`src/rtl/sr_bank_arbiter.sv`:
```
// sr_bank_arbiter
//
// Round-robin controller that shares one bank of WIDTH SR flip-flops among
// NREQ requesters. One command (clear, set, toggle or nop on a masked subset
// of bits) is sequenced at a time onto the bank's s/r lines, and s and r are
// never high together on any bit.
//
// Each command takes three cycles: IDLE (arbitrate), DRIVE (gnt/s/r valid,
// bank captures on the edge ending DRIVE), ACK (done pulse, s=r=0).
//
// Ports:
//   clk   - clock, all state changes on the rising edge
//   reset - asynchronous active-high reset
//   req   - per-requester pending command
//   op    - op[2i+1:2i] for requester i: 00 nop, 01 clear, 10 set, 11 toggle
//   mask  - mask[WIDTH*i +: WIDTH] selects the bits requester i affects
//   q     - current bank outputs, read back to resolve toggles
//   gnt   - registered one-hot grant, held through DRIVE and ACK
//   s     - registered set lines to the bank
//   r     - registered reset lines to the bank
//   done  - one-cycle completion pulse during ACK
//   busy  - high whenever the controller is not idle
module sr_bank_arbiter #(
  parameter int unsigned NREQ  = 4,
  parameter int unsigned WIDTH = 8
) (
  input  logic                    clk,
  input  logic                    reset,
  input  logic [NREQ-1:0]         req,
  input  logic [2*NREQ-1:0]       op,
  input  logic [WIDTH*NREQ-1:0]   mask,
  input  logic [WIDTH-1:0]        q,
  output logic [NREQ-1:0]         gnt,
  output logic [WIDTH-1:0]        s,
  output logic [WIDTH-1:0]        r,
  output logic                    done,
  output logic                    busy
);

  localparam int unsigned PtrW = (NREQ > 1) ? $clog2(NREQ) : 1;

  localparam logic [1:0] OpClear  = 2'b01;
  localparam logic [1:0] OpSet    = 2'b10;
  localparam logic [1:0] OpToggle = 2'b11;

  typedef enum logic [1:0] {
    StIdle,
    StDrive,
    StAck
  } state_e;

  state_e            state_q;
  logic [PtrW-1:0]   ptr_q;
  logic [PtrW-1:0]   win_q;
  logic [NREQ-1:0]   gnt_q;
  logic [WIDTH-1:0]  s_q;
  logic [WIDTH-1:0]  r_q;
  logic              done_q;

  logic              win_found;
  logic [PtrW-1:0]   win_idx;
  logic [1:0]        op_w;
  logic [WIDTH-1:0]  mask_w;
  logic [WIDTH-1:0]  set_d;
  logic [WIDTH-1:0]  clr_d;
  logic [NREQ-1:0]   gnt_d;
  logic [PtrW-1:0]   ptr_next;

  // Round-robin search: first pass covers ptr..NREQ-1, second pass wraps to 0.
  always_comb begin
    win_found = 1'b0;
    win_idx   = '0;
    for (int unsigned i = 0; i < NREQ; i++) begin
      if (!win_found && (i >= 32'(ptr_q)) && req[i]) begin
        win_found = 1'b1;
        win_idx   = PtrW'(i);
      end
    end
    for (int unsigned i = 0; i < NREQ; i++) begin
      if (!win_found && req[i]) begin
        win_found = 1'b1;
        win_idx   = PtrW'(i);
      end
    end
  end

  // Select the winner's op and mask.
  always_comb begin
    op_w   = 2'b00;
    mask_w = '0;
    for (int unsigned i = 0; i < NREQ; i++) begin
      if (win_idx == PtrW'(i)) begin
        op_w   = op[2*i +: 2];
        mask_w = mask[WIDTH*i +: WIDTH];
      end
    end
  end

  // Translate the command into disjoint set/clear vectors. Toggle splits the
  // mask by the current bank value so each bit gets exactly one of s or r.
  always_comb begin
    set_d = '0;
    clr_d = '0;
    case (op_w)
      OpClear:  clr_d = mask_w;
      OpSet:    set_d = mask_w;
      OpToggle: begin
        set_d = mask_w & ~q;
        clr_d = mask_w & q;
      end
      default: ;
    endcase
  end

  assign gnt_d    = NREQ'(1) << win_idx;
  assign ptr_next = (win_q == PtrW'(NREQ - 1)) ? '0 : win_q + 1'b1;

  always_ff @(posedge clk or posedge reset) begin
    if (reset) begin
      state_q <= StIdle;
      ptr_q   <= '0;
      win_q   <= '0;
      gnt_q   <= '0;
      s_q     <= '0;
      r_q     <= '0;
      done_q  <= 1'b0;
    end else begin
      unique case (state_q)
        StIdle: begin
          if (win_found) begin
            state_q <= StDrive;
            win_q   <= win_idx;
            gnt_q   <= gnt_d;
            s_q     <= set_d;
            r_q     <= clr_d;
          end
        end
        StDrive: begin
          state_q <= StAck;
          s_q     <= '0;
          r_q     <= '0;
          done_q  <= 1'b1;
          ptr_q   <= ptr_next;
        end
        StAck: begin
          state_q <= StIdle;
          done_q  <= 1'b0;
          gnt_q   <= '0;
        end
        default: begin
          state_q <= StIdle;
          gnt_q   <= '0;
          s_q     <= '0;
          r_q     <= '0;
          done_q  <= 1'b0;
        end
      endcase
    end
  end

  assign gnt  = gnt_q;
  assign s    = s_q;
  assign r    = r_q;
  assign done = done_q;
  assign busy = (state_q != StIdle);

endmodule

```
`config.mk`:
```
export PLATFORM = sky130hd
export DESIGN_NAME = sr_bank_arbiter
export DESIGN_NICKNAME = d
export VERILOG_FILES = /design/src/rtl/sr_bank_arbiter.sv
export SDC_FILE = /design/constraint.sdc
export NUM_CORES = 1
export LEC_CHECK = 0
export ABC_CLOCK_PERIOD_IN_PS = 7300
export BUFFER_PORTS_ARGS = -buffer_cell sky130_fd_sc_hd__buf_4
export CELL_PAD_IN_SITES_DETAIL_PLACEMENT = 1
export CELL_PAD_IN_SITES_GLOBAL_PLACEMENT = 1
export CORE_MARGIN = 10
export CORE_UTILIZATION = 30
export DETAILED_ROUTE_END_ITERATION = 6
export GPL_ROUTABILITY_DRIVEN = 0
export PLACE_DENSITY_LB_ADDON = 0.3
export SYNTH_ARGS = -nofsm -noshare
export SYNTH_HDL_FRONTEND = slang
export SYNTH_SLANG_ARGS = --single-unit
```
`constraint.sdc`:
```
create_clock -name clk -period 7.3 [get_ports clk]
set_clock_uncertainty 0.2 [all_clocks]
set_input_delay 0 -clock clk [delete_from_list [all_inputs] [get_ports clk]]
set_output_delay 0 -clock clk [all_outputs]
set_load 0.02 [all_outputs]
```
# --- Word level (Yosys, flattened, before mapping) ---
# Index checks and enable logic that the tools add are counted.
# Widths: inputs -> output; s select.
word_totals:
  output_inout_bits: 22
  elab_cells: 85
  reg_bits: 27
op_classes:
  shifts: 1
  n_bitwise: 5
  order_cmp: 3
  addsub: 1
  n_eq_ne: 10
  reduce_logical: 23
  n_mux: 35
ops:
  columns: ["operator", "n"]
  rows:
  - ["$pmux 8 s2", 4]
  - ["$mux 8", 6]
  - ["$mux 2", 12]
  - ["$and 8x8->8", 2]
  - ["$eq 2x2->1 const B", 6]
  - ["$logic_and 1x1->1", 10]
  - ["$mux 1", 9]
  - ["$not 8->8", 1]
  - ["$pmux 4 s2", 1]
  - ["$logic_not 1->1", 7]
  - ["$eq 2x1->1 const B", 3]
  - ["$reduce_and 2->1", 3]
  - ["$ge 1x2->1 const A", 2]
  - ["$logic_not 2->1", 2]
  - ["$mux 4", 1]
  - ["$pmux 2 s2", 1]
  - ["$shl 1x2->4 const A", 1]
  - ["$add 2x1->2 const B", 1]
  - ["$ge 2x2->1 const A", 1]
  - ["$ne 2x2->1 const B", 1]
  - ["$not 1->1", 2]
  - ["$pmux 1 s2", 1]
  - ["$reduce_bool 2->1", 1]

# --- Depth between registers and ports, before layout ---
logic_depth:
  word_depth: 35
  mapped_depth: 9
  mapped_depth_nobuf: 6

# --- Worst setup path after synthesis ---
# Ideal clock, no wire load.
synth_path:
  kind: "reg-to-reg"
  from: "reg ptr_q[1]"
  to: "reg r_q[2], in the netlist r[2]"
  arrival_ns: 2.087
  synth_period_minus_slack_ns: 2.355
  setup_time_ns: 0.068
  setup_slack_ns: 4.945
  stages_incl_launch_ff: 10
  path_buffers: 3
  path_cell_list: "dfrtp_1 > inv_2 > or4_4 > and2_1 > buf_6 > buf_6 > o211ai_4 > and2_1 > buf_4 > a32o_1"
synth_between:
  elab_chain_cells: 35
synth_rtl:
  columns: ["item", "line_no", "rtl"]
  rows:
  - ["from (decl)", "53", "logic [PtrW-1:0] ptr_q;"]
  - ["from (signal assigned)", "143", "ptr_q <= ptr_next;"]
  - ["$ge 1x2->1", "74", "if (!win_found && (i >= 32'(ptr_q)) && req[i]) begin"]
  - ["$logic_and 1x1->1", "74", null]
  - ["$mux 1", "74", null]
  - ["$logic_not 1->1", "74", null]
  - ["$logic_and 1x1->1 (2 in a row)", "74", null]
  - ["$mux 1", "74", null]
  - ["$logic_not 1->1", "74", null]
  - ["$logic_and 1x1->1 (2 in a row)", "74", null]
  - ["[... 14 more ...]", null, null]
  - ["$logic_and 1x1->1", "80", "if (!win_found && req[i]) begin"]
  - ["$mux 2", "80", null]
  - ["$logic_not 2->1", "92", "if (win_idx == PtrW'(i)) begin"]
  - ["$mux 2 or $mux 8 (tied branches) (4 in a row)", "92", null]
  - ["$eq 2x2->1, or another cell as far along", "104", "case (op_w)"]
  - ["$pmux 8 s2", "104", null]
  - ["$mux 8", "130", "if (win_found) begin"]
  - ["$pmux 8 s2", "128", "unique case (state_q)"]
  - ["to (signal assigned)", "135", "r_q <= clr_d;"]
  - ["to (decl)", "57", "logic [WIDTH-1:0] r_q;"]
# Several ways; a longest one is shown, not always the timed one. The select of a mux whose other input is x is not followed.
# A chain may end at the register's enable or synchronous reset.

# --- Worst setup path after layout ---
layout_path:
  from: "reg ptr_q[1]"
  to: "reg r_q[6], in the netlist r[6]"
# The elaborated chain is that of the path after synthesis.

==> summary.log <==
INFO  global_route   grt_util_met2=0.236
INFO  cts            cts_buffers=3
INFO  global_route   grt-ovfl-total=0
INFO  route          drt-vias-per-instance=5.14
INFO  global_route   use_met3=0.0375
INFO  cts            ctsLongestPathBuffers=2
INFO  sta            fin_hold_ws=0.0371ns
INFO  route          vias=1,573
INFO  worst_setup_path worst_path_most_repeated_cell=sky130_fd_sc_hd__and2_1
INFO  global_route   first_global_vias=1,736
INFO  cts            cts.htree.levels=1
INFO  global_route   grt.total_usage=0.135
INFO  route          drt_wl_total=5740um
INFO  global_route   globalRouteMet1Util=0.167
INFO  logic_synthesis yosys-top-cells-area=sky130_fd_sc_hd__dfrtp_1, sky130_fd_sc_hd__a32o_1, sky130_fd_sc_hd__mux2i_1
INFO  power_and_ir_drop pwr-share-seq=0.311
INFO  sta            slew_violations=0
INFO  global_route   grt_first_pass_wirelength=9530um
INFO  logic_synthesis synth_top_cell_area_share=0.436
INFO  sta            peak_clock_frequency_supported_by_timing=355MHz
INFO  finish         post-route-cell-area=0.00230mm2
INFO  worst_setup_path worst-r2r-setup-slack=4.48ns
INFO  sta            finalCritPeriodShare=0.386
INFO  power_and_ir_drop static-leakage-power=1.09nW
INFO  job            max-cap-violations=0
INFO  floorplan      design.portCount=76
INFO  logic_synthesis synth_top_flop_cell=sky130_fd_sc_hd__dfrtp_1
INFO  finish         areaGrowthSynthToFinish=48.2%
INFO  floorplan      horizontal_die_dimension=91.9um
INFO  route          drtIter0Drc=48
INFO  run_status     outcome=finished clean
INFO  min_path       min_path_type=input port to flip-flop
INFO  worst_setup_path worstReg2RegEnd=r[6]
INFO  logic_synthesis synth.ff_latch_count=27
INFO  power_and_ir_drop power_report.internal_total=0.470mW
INFO  route          post_route_antenna_net_violation_count=0
INFO  route          route.detailed.drc=0
INFO  cts            tritoncts_clock_tree=yes
INFO  sta            timing.final.setup_violations=0
INFO  floorplan      floorplan.initialDensity=0.307
INFO  floorplan      fp-row-count=26
INFO  floorplan      floorplan.die.height=91.9um
INFO  floorplan      dieArea=0.00844mm2
INFO  sta            worstMarginPinSlew=1.14ns
INFO  worst_setup_path critical_path_data_arrival_time=2.82ns
INFO  logic_synthesis synth-edff-count=0
INFO  sta            finalHoldViolations=0
INFO  finish         final_layout_size_suffix_gt1_frac=0.373
INFO  placement      place.detailed.hpwl=4590um
INFO  worst_setup_path critical_path.max_fanout=13
INFO  finish         most-common-layout-cells=sky130_fd_sc_hd__buf_4, sky130_fd_sc_hd__dfrtp_1, sky130_fd_sc_hd__a32o_1, sky130_fd_sc_hd__nand3_1, sky130_fd_sc_hd__nor2_1
INFO  worst_setup_path timing.setup.critical_path_class=flip-flop to flip-flop
INFO  cts            clk_pin_slew_worst_paths=0.09ns
INFO  worst_setup_path worst_setup_path_endpoint=r[6]
INFO  sta            grt_setup_unrepaired=false
INFO  power_and_ir_drop netSwitchingPower=0.400mW
INFO  sta            layout_setup_ws=4.48ns
INFO  logic_synthesis synth_warnings=0
INFO  route          1st_pass_router_iterations=4
INFO  power_and_ir_drop power.ir.vdd_worst=185uV
INFO  logic_synthesis synthArstFlopShare=1.00
INFO  cts            clock_tree.root_cell=sky130_fd_sc_hd__clkbuf_8
INFO  finish         post-route-util=0.455
INFO  worst_setup_path critical_path.slowest_cell=sky130_fd_sc_hd__or4_4
INFO  global_route   grt_max_degree=28
INFO  global_route   antenna_violations_before_repair=0
INFO  power_and_ir_drop power=0.870mW
INFO  power_and_ir_drop share_comb_of_total_power=0.590
INFO  placement      dpl_worst_slack=4.54ns
INFO  finish         total_nets_final=292
INFO  logic_synthesis synthesized_area=0.00155mm2
INFO  logic_synthesis seq_total_area_yosys=0.436
INFO  sta            maxSlewHeadroom=0.240
INFO  logic_synthesis synth_net_count=209
INFO  logic_synthesis yosysUniqueCellTypes=30
INFO  worst_setup_path cpPeakStageDelay=0.58ns
INFO  logic_synthesis syn-instance-count=154
INFO  sta            layout_min_cycle_time=2.82ns
INFO  global_route   grt_busiest_layer=met2
INFO  cts            cts_repair_resize_count=0
INFO  finish         fillers=585
INFO  power_and_ir_drop netSwitchingFraction=0.460
INFO  finish         final_cell_count_no_fill=306
INFO  worst_setup_path startpoint=ptr_q[1]
INFO  finish         antenna_cells=0
INFO  logic_synthesis post-synth-top-area-cell=sky130_fd_sc_hd__dfrtp_1
INFO  worst_setup_path worst-r2r-cell-count=6
INFO  placement      place.port_buffers=75
INFO  worst_setup_path worstReg2RegStart=ptr_q[1]
INFO  floorplan      core-area=0.00504mm2
INFO  finish         most_common_cell_after_layout_fill_and_taps_aside=sky130_fd_sc_hd__buf_4
INFO  worst_setup_path startpoint_type=flip-flop
INFO  power_and_ir_drop cellPowerDensity=379mW/mm2
INFO  route          routedWlPerCell=18.8um
INFO  sta            finalSetupTns=0ns
INFO  cts            clk_latency=0.27ns
INFO  logic_synthesis post_synth.cell_area_avg=10.1um2
INFO  worst_setup_path critical_path.cell_chain=inv_2 -> or4_4 -> and2_1 -> o211ai_2 -> and2_1 -> a32o_1
INFO  worst_setup_path worstPathRequired=7.31ns
INFO  power_and_ir_drop pwr-share-clk=0.100
INFO  placement      dpl_cell_area=0.00216mm2
INFO  placement      post-place-cells=293
INFO  cts            numClockSinks=27
INFO  worst_setup_path critPathCaptureType=flip-flop
## routing by layer
metal | routed length (um) | share of wire | vias up
met2 | 2980 | 0.52 | 38
met3 | 288 | 0.050 | 2
met4 | 18 | 0.0031 | 0
li1 | - | - | 757
met1 | 2460 | 0.43 | 776
met5 | 0 | 0 | -
## Yosys cell counts, types with 2 or more instances
master and count:
sky130_fd_sc_hd__nand3b_1 8, sky130_fd_sc_hd__dfrtp_1 27, sky130_fd_sc_hd__nor2_1 11, sky130_fd_sc_hd__or2_2 2
sky130_fd_sc_hd__inv_1 7, sky130_fd_sc_hd__and2_1 3, sky130_fd_sc_hd__buf_6 2, sky130_fd_sc_hd__a32o_1 16
sky130_fd_sc_hd__nor2b_1 5, sky130_fd_sc_hd__o211ai_2 3, sky130_fd_sc_hd__o21ai_0 7, sky130_fd_sc_hd__clkbuf_1 3
sky130_fd_sc_hd__nand3_1 12, sky130_fd_sc_hd__mux2i_1 8, sky130_fd_sc_hd__a21oi_1 9, sky130_fd_sc_hd__o221ai_1 9
sky130_fd_sc_hd__nand2_1 9
## sequential cells by signal (all words and copies together) (netlist names)
signal / cells
gnt: 4
r: 8
state_q: 2
ptr_q: 2
done: 1
s: 8
win_q: 2
## critical path: cells and delay by family, from the launching register on
family / cells / cell delay, ns
AOI/OAI and AO/OA: 2 / 0.67
buffers and inverters: 1 / 0.08
and+or+nand+nor: 3 / 1.33
DFF: 1 / 0.48
## worst min-delay path by stage
stage / startpoint / endpoint / slack, ns / cells past startpoint
after floorplan: reset / done / -0.15 / 1
after global placement: reset / gnt[2] / 0.12 / 2
after detailed placement: reset / gnt[3] / 0.13 / 2
after CTS: req[3] / gnt[0] / 0.04 / 6
after global routing: mask[17] / s[1] / 0.14 / 4
final: req[3] / gnt[0] / 0.04 / 6
## logic make-up (layout without fill, tap and decap cells)
group                    after synthesis  count (layout)  synth area share
buffers and inverters                 15              97            0.0493
multiplexers                           9               9            0.0590
AND/OR/NAND/NOR                       53              53             0.183
flip-flops                            27              27             0.436
adder cells (fa/ha/maj)                1               1           0.00808
AO/OA/AOI/OAI                         49              49             0.265
## what timing repair did
action                                 in CTS  in global routing
endpoints found under the hold margin      43                  0
hold buffers                                9                  0
setup endpoints to repair                   0                  0
buffers inserted                            0                  0
## power groups by stage
stage / combinational [mW] / clock, mW / sequential [mW]
global placement: 0.507 / 0 / 0.271
floorplan: 0.277 / 0 / 0.325
global route: 0.562 / 0.0962 / 0.280
finish: 0.513 / 0.0866 / 0.270
CTS: 0.520 / 0.0892 / 0.269
detailed placement: 0.516 / 0 / 0.271
## area by class of cell
type,count,area [um2],area share
well taps,70,87.6,0.0381
flip-flops and latches,27,676,0.294
repair buffers,85,661,0.288
multi-input cells,112,797,0.347
inverters,8,30.0,0.0131
clock buffers,4,45.0,0.0196
No activity file was read; power rests on OpenSTA's default activity.
